==> src/rtl/pwm_duty_ramp_if.sv <==
`timescale 1ns/1ps
// pwm_duty_ramp_if
// Target-offer channel into the duty ramp scheduler.
//   tgt_valid : producer offers a new compare target
//   tgt_cmpa  : requested compare value (W bits)
//   tgt_ready : scheduler can accept; transfer happens on valid && ready
// master = target producer, slave = pwm_duty_ramp.
interface pwm_duty_ramp_if #(
    parameter int W = 10
);
    logic         tgt_valid;
    logic [W-1:0] tgt_cmpa;
    logic         tgt_ready;

    modport master (output tgt_valid, output tgt_cmpa, input tgt_ready);
    modport slave  (input tgt_valid, input tgt_cmpa, output tgt_ready);
endinterface

==> src/rtl/pwm_duty_ramp.sv <==
`timescale 1ns/1ps
// pwm_duty_ramp
// Drives the CMPA compare value of a PWM generator. Accepted targets are
// approached in steps of at most KSTEP, one step every KSTEP_PERIODS PWM
// periods, and CMPA only moves at a period boundary (or on shutdown).
// A private prescaler/period counter pair mirrors the PWM timebase.
// Ports:
//   clk        : system clock
//   rst        : asynchronous active-low reset
//   enable     : low forces shutdown (CMPA=0, target discarded)
//   tgt        : target offer channel (slave side)
//   CMPA       : compare value to the PWM
//   period_end : one-cycle strobe on the last clk of each PWM period
//   busy       : ramp in progress
//   at_target  : CMPA equals the accepted target (HOLD)
module pwm_duty_ramp #(
    parameter int KPERIOD       = 1000,
    parameter int KCLKDIV       = 10,
    parameter int KSTEP         = 10,
    parameter int KSTEP_PERIODS = 4
) (
    input  logic                       clk,
    input  logic                       rst,
    input  logic                       enable,
    pwm_duty_ramp_if.slave             tgt,
    output logic [$clog2(KPERIOD)-1:0] CMPA,
    output logic                       period_end,
    output logic                       busy,
    output logic                       at_target
);
    localparam int W       = $clog2(KPERIOD);
    localparam int PW      = (KCLKDIV > 1) ? $clog2(KCLKDIV) : 1;
    localparam int SW      = (KSTEP_PERIODS > 1) ? $clog2(KSTEP_PERIODS) : 1;
    // A step larger than the full range can never be used.
    localparam int KSTEP_C = (KSTEP < KPERIOD) ? KSTEP : KPERIOD;

    localparam logic [W-1:0]  CMPA_MAX  = W'(KPERIOD - 1);
    localparam logic [PW-1:0] PRESC_MAX = PW'(KCLKDIV - 1);
    localparam logic [SW-1:0] STEP_LAST = SW'(KSTEP_PERIODS - 1);
    localparam logic [W:0]    STEP_MAX  = (W + 1)'(KSTEP_C);

    typedef enum logic [1:0] {
        ST_OFF  = 2'd0,
        ST_HOLD = 2'd1,
        ST_RAMP = 2'd2
    } state_t;

    state_t         state_q;
    logic [PW-1:0]  presc_q, presc_d;
    logic [W-1:0]   per_q, per_d;
    logic           period_end_q, period_end_d;
    logic [SW-1:0]  step_q;
    logic [W-1:0]   cmpa_q;
    logic [W-1:0]   target_q;

    logic [W-1:0]   tgt_clamp_s;
    logic [W:0]     diff_s;
    logic [W:0]     mag_s;
    logic [W-1:0]   step_s;
    logic [W-1:0]   cmpa_step_s;

    // Timebase next state; counters are held at zero while disabled or OFF so
    // that the first period starts on the clk that enters HOLD.
    always_comb begin
        presc_d = presc_q;
        per_d   = per_q;
        if (!enable || (state_q == ST_OFF)) begin
            presc_d = '0;
            per_d   = '0;
        end else if (presc_q == PRESC_MAX) begin
            presc_d = '0;
            if (per_q == CMPA_MAX) begin
                per_d = '0;
            end else begin
                per_d = per_q + W'(1);
            end
        end else begin
            presc_d = presc_q + PW'(1);
        end
        // Decoded from the next counter values so the registered strobe lines
        // up with the last clk of the period rather than trailing it.
        period_end_d = (presc_d == PRESC_MAX) && (per_d == CMPA_MAX);
    end

    // Target clamp and bounded step toward the target; the W+1 bit difference
    // carries the direction in its MSB so the step can never overshoot.
    always_comb begin
        if (tgt.tgt_cmpa > CMPA_MAX) begin
            tgt_clamp_s = CMPA_MAX;
        end else begin
            tgt_clamp_s = tgt.tgt_cmpa;
        end
        diff_s = {1'b0, target_q} - {1'b0, cmpa_q};
        if (diff_s[W]) begin
            mag_s = {(W + 1){1'b0}} - diff_s;
        end else begin
            mag_s = diff_s;
        end
        if (mag_s > STEP_MAX) begin
            step_s = STEP_MAX[W-1:0];
        end else begin
            step_s = mag_s[W-1:0];
        end
        if (diff_s[W]) begin
            cmpa_step_s = cmpa_q - step_s;
        end else begin
            cmpa_step_s = cmpa_q + step_s;
        end
    end

    // Scheduler FSM with timebase, compare and target registers.
    always_ff @(posedge clk or negedge rst) begin
        if (!rst) begin
            state_q      <= ST_OFF;
            presc_q      <= '0;
            per_q        <= '0;
            period_end_q <= 1'b0;
            step_q       <= '0;
            cmpa_q       <= '0;
            target_q     <= '0;
        end else begin
            presc_q      <= presc_d;
            per_q        <= per_d;
            period_end_q <= period_end_d;
            if (!enable) begin
                state_q  <= ST_OFF;
                step_q   <= '0;
                cmpa_q   <= '0;
                target_q <= '0;
            end else begin
                case (state_q)
                    ST_OFF: begin
                        state_q  <= ST_HOLD;
                        step_q   <= '0;
                        cmpa_q   <= '0;
                        target_q <= '0;
                    end
                    ST_HOLD: begin
                        if (tgt.tgt_valid) begin
                            target_q <= tgt_clamp_s;
                            step_q   <= '0;
                            if (tgt_clamp_s != cmpa_q) begin
                                state_q <= ST_RAMP;
                            end
                        end
                    end
                    ST_RAMP: begin
                        if (period_end_q) begin
                            if (step_q == STEP_LAST) begin
                                cmpa_q <= cmpa_step_s;
                                step_q <= '0;
                                if (cmpa_step_s == target_q) begin
                                    state_q <= ST_HOLD;
                                end
                            end else begin
                                step_q <= step_q + SW'(1);
                            end
                        end
                    end
                    default: begin
                        state_q  <= ST_OFF;
                        step_q   <= '0;
                        cmpa_q   <= '0;
                        target_q <= '0;
                    end
                endcase
            end
        end
    end

    assign CMPA          = cmpa_q;
    assign period_end    = period_end_q;
    assign tgt.tgt_ready = (state_q == ST_HOLD);
    assign busy          = (state_q == ST_RAMP);
    assign at_target     = (state_q == ST_HOLD);

endmodule
==> src/flat_wrapper.sv <==
// flat-port wrapper written by rule: the top's interface ports become plain ports
module pwm_duty_ramp_flat 
#(
    parameter int KPERIOD       = 1000,
    parameter int KCLKDIV       = 10,
    parameter int KSTEP         = 10,
    parameter int KSTEP_PERIODS = 4
)
  (clk, rst, enable, CMPA, period_end, busy, at_target, tgt_tgt_valid, tgt_tgt_cmpa, tgt_tgt_ready);
  pwm_duty_ramp_if tgt_i ();
  input  logic clk;
  input  logic rst;
  input  logic enable;
  output logic [$clog2(KPERIOD)-1:0] CMPA;
  output logic period_end;
  output logic busy;
  output logic at_target;
  input wire logic [$bits(tgt_i.tgt_valid)-1:0] tgt_tgt_valid;
  input wire logic [$bits(tgt_i.tgt_cmpa)-1:0] tgt_tgt_cmpa;
  output wire logic [$bits(tgt_i.tgt_ready)-1:0] tgt_tgt_ready;
  assign tgt_i.tgt_valid = tgt_tgt_valid;
  assign tgt_i.tgt_cmpa = tgt_tgt_cmpa;
  assign tgt_tgt_ready = tgt_i.tgt_ready;
  pwm_duty_ramp #(.KPERIOD(KPERIOD), .KCLKDIV(KCLKDIV), .KSTEP(KSTEP), .KSTEP_PERIODS(KSTEP_PERIODS)) u_core (.clk(clk), .rst(rst), .enable(enable), .tgt(tgt_i), .CMPA(CMPA), .period_end(period_end), .busy(busy), .at_target(at_target));
endmodule
==> config.mk <==
export PLATFORM = sky130hd
export DESIGN_NAME = pwm_duty_ramp_flat
export DESIGN_NICKNAME = d
export VERILOG_FILES = /design/src/rtl/pwm_duty_ramp_if.sv /design/src/rtl/pwm_duty_ramp.sv /design/src/flat_wrapper.sv
export SDC_FILE = /design/constraint.sdc
export NUM_CORES = 1
export LEC_CHECK = 0
export ABC_AREA = 1
export BUFFER_PORTS_ARGS = -buffer_cell sky130_fd_sc_hd__buf_2
export CORE_MARGIN = 2
export CORE_UTILIZATION = 60
export DETAILED_ROUTE_END_ITERATION = 8
export HOLD_SLACK_MARGIN = 0.02
export MAX_ROUTING_LAYER = met4
export PLACE_DENSITY_LB_ADDON = 0.05
export SYNTH_ARGS = -nofsm -noshare
export SYNTH_HDL_FRONTEND = slang
export SYNTH_SLANG_ARGS = --single-unit
==> constraint.sdc <==
create_clock -name clk -period 14.09 [get_ports clk]
set_input_delay 2.818 -clock clk [delete_from_list [all_inputs] [get_ports clk]]
set_output_delay 2.818 -clock clk [all_outputs]
set_load 0.03 [all_outputs]
==> Word level (Yosys, flattened, before mapping) <==
Index checks and enable logic that the tools add are counted.
{ "totals": {"memories": 0, "register_bits": 39, "mem_bits_rw": 0, "romBits": 0, "inputBits": 14, "latch_bits": 0} }
{ "op_classes": {"n_lt_le_gt_ge": 2, "n_mux": 28, "eq_ne": 16, "shift": 0, "n_div": 0, "bitwise": 0, "multipliers": 0, "n_reduce_logical": 8, "n_addsub": 7} }
{ "op_table": {"columns": ["op", "count"], "rows": [
  ["10-bit 2-to-1 mux", 11],
  ["10-bit one-hot mux with 2 select lines", 2],
  ["10-bit == test (second input constant)", 2],
  ["2-bit 2-to-1 mux", 10],
  ["3-bit by 2-bit != test with 1-bit output (second input constant)", 5],
  ["11-bit by 4-bit greater-than comparator with 1-bit output (second input constant)", 1],
  ["11-bit 2-to-1 mux", 1],
  ["1-bit by 11-bit subtractor with 11-bit output (first input constant)", 1],
  ["10-bit by 10-bit subtractor with 11-bit output", 1],
  ["10-bit by 1-bit adder with 10-bit output (second input constant)", 1],
  ["10-bit adder", 1],
  ["10-bit == test", 1],
  ["10-bit greater-than comparator (second input constant)", 1],
  ["10-bit != test", 1],
  ["10-bit subtractor", 1],
  ["4-bit == test (second input constant)", 2],
  ["4-bit 2-to-1 mux", 2],
  ["2-bit one-hot mux with 3 select lines", 1],
  ["5-bit AND reduction", 1],
  ["4-bit by 1-bit adder with 4-bit output (second input constant)", 1],
  ["2-bit == test (second input constant)", 2],
  ["2-bit != test (second input constant)", 2],
  ["2-bit one-hot mux with 2 select lines", 1],
  ["2-bit AND reduction", 2],
  ["7 further kinds", 7]
]} }

==> Depth between registers and ports, before layout <==
{ "depth": {"depth_word": 13, "depth_mapped": 44, "ltp_nobuf": 44} }

==> Worst setup path after synthesis <==
OpenSTA, ideal clock, no wires.
{ "synth_timing": {"kind": "register -> register", "startpoint": "register u_core.cmpa_q[0], in the netlist u_core.CMPA[0]", "endpoint": "register u_core.state_q[1]", "slack_ns": 9.026, "arrival_ns": 4.946, "path_stages_with_launch": 38, "t_required_ns": 13.973, "path_buffers": 0, "period_less_slack_ns": 5.064, "path_cell_list": "dfrtp_1 ha_1 fa_1 ha_1 inv_1 nor2_1 nand3_1 nor2_1 nand2_1 nand3_1 nand2_1 nor2_1 nand2_1 nor2_4 inv_1 nor2_1 inv_1 ha_1 [2 not listed] xnor2_1 inv_1 ha_1 inv_1 o31ai_1 nand3_1 nand2_1 nand2_1 nand2_1 a21oi_1 xor2_1 xor2_1 nor3_1 nand3_2 nand2_2 nand2_1 nand2_1 nand2_1"} }
{ "synth_via": {"elab_chain_cells": 10} }
{ "synth_lines": {"columns": ["element", "line", "text"], "rows": [
  ["start: declaration", "pwm_duty_ramp.sv:53", "logic [W-1:0] cmpa_q;"],
  ["start signal: assignment", "pwm_duty_ramp.sv:150", "cmpa_q <= cmpa_step_s;"],
  ["10-bit by 10-bit subtractor with 11-bit output", "pwm_duty_ramp.sv:93", "diff_s = {1'b0, target_q} - {1'b0, cmpa_q};"],
  ["1-bit by 11-bit subtractor with 11-bit output", "pwm_duty_ramp.sv:95", "mag_s = {(W + 1){1'b0}} - diff_s;"],
  ["11-bit 2-to-1 mux", "pwm_duty_ramp.sv:94", "if (diff_s[W]) begin"],
  ["11-bit by 4-bit greater-than comparator with 1-bit output", "pwm_duty_ramp.sv:99", "if (mag_s > STEP_MAX) begin"],
  ["10-bit 2-to-1 mux", "pwm_duty_ramp.sv:99", null],
  ["10-bit adder or 10-bit subtractor (tied branches)", "pwm_duty_ramp.sv:107, pwm_duty_ramp.sv:105", null],
  ["10-bit 2-to-1 mux", "pwm_duty_ramp.sv:104", "if (diff_s[W]) begin"],
  ["10-bit == test", "pwm_duty_ramp.sv:152", "if (cmpa_step_s == target_q) begin"],
  ["3-bit by 2-bit != test with 1-bit output (no line)", null, null],
  ["5-bit AND reduction (no line) *", null, null],
  ["end signal: assignment", "pwm_duty_ramp.sv:114", "state_q <= ST_OFF;"],
  ["end signal: assignment", "pwm_duty_ramp.sv:153", "state_q <= ST_HOLD;"],
  ["end signal: assignment", "pwm_duty_ramp.sv:161", "state_q <= ST_OFF;"],
  ["end: declaration", "pwm_duty_ramp.sv:48", "state_t state_q;"]
]} }
Every way passes the cells marked *; elsewhere a longest branch is shown, timed or not.
A chain may end at the register's enable or synchronous reset.

==> Worst setup path after layout <==
{ "layout_timing": {"startpoint": "register u_core.target_q[0]", "endpoint": "register u_core.state_q[1]"} }
{ "layout_via": {"elab_chain_cells": 10} }
{ "layout_lines": {"columns": ["element", "line", "text"], "rows": [
  ["start: declaration", "pwm_duty_ramp.sv:54", "logic [W-1:0] target_q;"],
  ["start signal: assignment", "pwm_duty_ramp.sv:140", "target_q <= tgt_clamp_s;"],
  ["10-bit by 10-bit subtractor with 11-bit output", "pwm_duty_ramp.sv:93", null],
  ["1-bit by 11-bit subtractor with 11-bit output", "pwm_duty_ramp.sv:95", null],
  ["11-bit 2-to-1 mux", "pwm_duty_ramp.sv:94", null],
  ["11-bit by 4-bit greater-than comparator with 1-bit output", "pwm_duty_ramp.sv:99", null],
  ["10-bit 2-to-1 mux", "pwm_duty_ramp.sv:99", null],
  ["10-bit adder or 10-bit subtractor (tied branches)", "pwm_duty_ramp.sv:107, pwm_duty_ramp.sv:105", null],
  ["10-bit 2-to-1 mux", "pwm_duty_ramp.sv:104", null],
  ["10-bit == test *", "pwm_duty_ramp.sv:152", null],
  ["3-bit by 2-bit != test with 1-bit output (no line) *", null, null],
  ["5-bit AND reduction (no line) *", null, null]
]} }
Marks and branches as above.

==> impl_metrics.sql <==
INSERT INTO impl_metrics (metric_group, metric, value, unit) VALUES
('worst_hold_path', 'min_delay_path_depth', '1', ''),
('synth', 'mappedNetlistArea', '3726', 'um2'),
('synth', 'synthesis.yosys.warnings', '0', ''),
('run_status', 'outcome', 'finished, final reports clean', ''),
('timing', 'clock.fmax', '0.1767', 'GHz'),
('setup_path', 'timing.critical_path.mode_cell', 'sky130_fd_sc_hd__nand2_1', ''),
('floorplanning', 'floorplan.die.height', '82.81', 'um'),
('grt', 'antenna_found_initial', '0', ''),
('power_and_ir_drop', 'power.density', '222.7', 'nW/um2'),
('cells_and_area', 'most-common-layout-cells', 'sky130_fd_sc_hd__nand2_1 (149), sky130_fd_sc_hd__inv_1 (93), sky130_fd_sc_hd__nand3_1 (59)', ''),
('floorplanning', 'die_width', '82.81', 'um'),
('worst_hold_path', 'worstHoldPathType', 'reg -> reg', ''),
('synth', 'syn_inst', '564', ''),
('synth', 'netlist-cell-type-count', '41', ''),
('timing', 'count_of_final_max_slew_check_failures', '0', ''),
('timing', 'period_needed', '5.660', 'ns'),
('grt', 'grt_pass1_vias', '3515', ''),
('floorplanning', 'start_util', '62.56', '%'),
('routing', 'via_per_inst', '5.576', ''),
('grt', 'grtUsageTotal', '28.00', '%'),
('timing', 'number_of_hold_slack_violations_in_the_final_timing_report', '0', ''),
('timing', 'finalClockSkew', '0.01183', 'ns'),
('worst_hold_path', 'min_to', 'u_core.presc_q[0]$_DFF_PN0_', ''),
('setup_path', 'setup.reg_to_reg.worst_slack', '8.43', 'ns'),
('placed_design', 'place_inst', '662', ''),
('setup_path', 'worst_setup_path_start_kind', 'flip-flop', ''),
('setup_path', 'timing.setup.critical_path_class', 'reg -> reg', ''),
('cells_and_area', 'instances_no_fill', '670', ''),
('routing', 'num_vias', '3736', ''),
('floorplanning', 'fp-row-count', '28', ''),
('setup_path', 'worst-path-max-fanout', '4', ''),
('setup_path', 'timing.critical_path.required', '14.27', 'ns'),
('timing', 'unrepaired_setup_endpoints_after_global_routing', 'no', ''),
('setup_path', 'r2r_cells', '38', ''),
('cells_and_area', 'finish.utilization', '67.82', '%'),
('grt', 'grt_start_max_net_pins', '40', ''),
('setup_path', 'crit_path_top_delay_cell', 'sky130_fd_sc_hd__fa_1', ''),
('synth', 'synth_enable_flop_cells', '0', ''),
('synth', 'synth.yosys.seq_area_share', '26.19', '%'),
('routing', 'first_drt_iteration_drcs', '233', ''),
('clock_tree', 'cts-root-buf', 'sky130_fd_sc_hd__clkbuf_8', ''),
('clock_tree', 'holdBufCountCts', '0', ''),
('clock_tree', 'cts_resized', '0', ''),
('synth', 'synth_async_sr_flop_share', '100.0', '%'),
('setup_path', 'critical_path.endpoint_type', 'flip-flop', ''),
('routing', 'first_pass_iters', '5', ''),
('routing', 'final_routed_wirelength_across_all_metal_layers', '9131', 'um'),
('synth', 'syn_nets', '605', ''),
('setup_path', 'worst_path_dominant_cell_family', 'simple AND/OR/NAND/NOR gates', ''),
('placed_design', 'portBuffers', '27', ''),
('setup_path', 'timing.rr.end', 'u_core.state_q[1]$_DFFE_PN0P_', ''),
('clock_tree', 'cts_tree', 'yes', ''),
('timing', 'tns', '0', 'ns'),
('setup_path', 'critical_path.max_stage_delay', '0.57', 'ns'),
('timing', 'relSlewSlack', '40.28', '%'),
('clock_tree', 'tritoncts.num_buffers', '5', ''),
('placed_design', 'finalWeightedCongestion', '0.9609', ''),
('floorplanning', 'pin_count', '28', ''),
('placed_design', 'hpwlAfterDp', '7469', 'um'),
('synth', 'ys_dominant_reg_cell', 'sky130_fd_sc_hd__dfrtp_1', ''),
('cells_and_area', 'diode_insertion_count_for_antenna_repair', '0', ''),
('clock_tree', 'cts-htree-levels', '2', ''),
('run', 'maxCapViolCount', '0', ''),
('power_and_ir_drop', 'p_total', '0.8993', 'mW'),
('routing', 'count_of_nets_left_with_antenna_violations_after_detail_routing', '0', ''),
('routing', 'detail_route.drc_violations', '0', ''),
('grt', 'grt_remaining_overflow', '0', ''),
('timing', 'post-route-period-util', '40.17', '%'),
('clock_tree', 'worstSkewPairLatency', '0.30', 'ns'),
('power_and_ir_drop', 'worst_ir_drop_vdd', '0.1643', 'mV'),
('clock_tree', 'cts_buffer_depth', '2', '');
## area by class of cell
type                            instances  area, um2
Inverter                              101      381.6
Clock inverter                          2      35.03
Timing Repair Buffer                   28      142.6
Clock buffer                            6      82.58
Tap cell                               75      93.84
Multi-Input combinational cell        419       2327
Fill cell                             574       1917
Sequential cell                        39      975.9
## sequential cells by signal, indices dropped and copies added, names as in the netlist
name,count
u_core.CMPA,10
u_core.per_q,10
u_core.period_end,1
u_core.presc_q,4
u_core.state_q,2
u_core.step_q,2
u_core.target_q,10
## Yosys cell counts (9+ instances only)
cell / n / area, um2
sky130_fd_sc_hd__o21ai_0: 19 / 95.09
sky130_fd_sc_hd__nand3_1: 59 / 295.3
sky130_fd_sc_hd__o22ai_1: 13 / 81.33
sky130_fd_sc_hd__dfrtp_1: 39 / 975.9
sky130_fd_sc_hd__a21oi_1: 14 / 70.07
sky130_fd_sc_hd__nand2_1: 149 / 559.3
sky130_fd_sc_hd__inv_1: 93 / 349.1
sky130_fd_sc_hd__xor2_1: 18 / 157.7
sky130_fd_sc_hd__nand4_1: 10 / 62.56
sky130_fd_sc_hd__ha_1: 25 / 312.8
sky130_fd_sc_hd__nor2_1: 48 / 180.2
sky130_fd_sc_hd__nor3_1: 9 / 45.04
sky130_fd_sc_hd__nand2_2: 12 / 75.07
## per-layer routing
layer  track usage [%]  wire [um]  part of all wire (%)
met3             3.579        414                   4.5
met1             36.91       4150                    45
met4             10.88        267                   2.9
met5                 -          0                     0
met2             44.13       4298                    47
## metrics by stage
stage / worst slack [ns] / hold WS (ns) / area [um2]
floorplan: 9.027 / 0.4712 / 3726
global placement: 8.757 / 0.4973 / 3921
detailed placement: 8.520 / 0.5061 / 3921
CTS: 8.498 / 0.5165 / 4039
global route: 7.721 / 0.5605 / 4039
finish: 8.430 / 0.5119 / 4039
## worst register-to-register path: cells and delay by family (launching register included)
family | cells | cell delay, ns
fa+ha+maj | 5 | 1.49
buf+inv | 7 | 0.52
flops | 1 | 0.36
simple gates | 21 | 2.22
compound gates | 2 | 0.44
xor+xnor | 3 | 0.53
## worst max-delay path by stage
stage	from	depth (start not counted)	end
after floorplan	u_core.CMPA[0]$_DFFE_PN0P_	37	u_core.state_q[1]$_DFFE_PN0P_
after global routing	u_core.target_q[0]$_DFFE_PN0P_	38	u_core.state_q[1]$_DFFE_PN0P_
after detailed placement	u_core.target_q[0]$_DFFE_PN0P_	38	u_core.state_q[1]$_DFFE_PN0P_
after global placement	u_core.target_q[0]$_DFFE_PN0P_	38	u_core.state_q[1]$_DFFE_PN0P_
after CTS	u_core.target_q[0]$_DFFE_PN0P_	38	u_core.state_q[1]$_DFFE_PN0P_
final	u_core.target_q[0]$_DFFE_PN0P_	38	u_core.state_q[1]$_DFFE_PN0P_
## power by group
part           switching [mW]  total [mW]  internal, mW
combinational           0.442       0.669         0.227
clock                  0.0395      0.0968        0.0573
sequential             0.0101       0.133         0.123
total                   0.492       0.899         0.408
## kinds of logic after synthesis
kind of cell / Yosys count / synth area share, %
buffers and inverters: 106 / 11.35
XOR/XNOR: 25 / 5.876
adder cells (fa/ha/maj): 27 / 9.469
flip-flops: 39 / 26.19
AO/OA/AOI/OAI: 63 / 10.17
AND/OR/NAND/NOR: 304 / 36.94
Power figures use the tool's default switching activity.
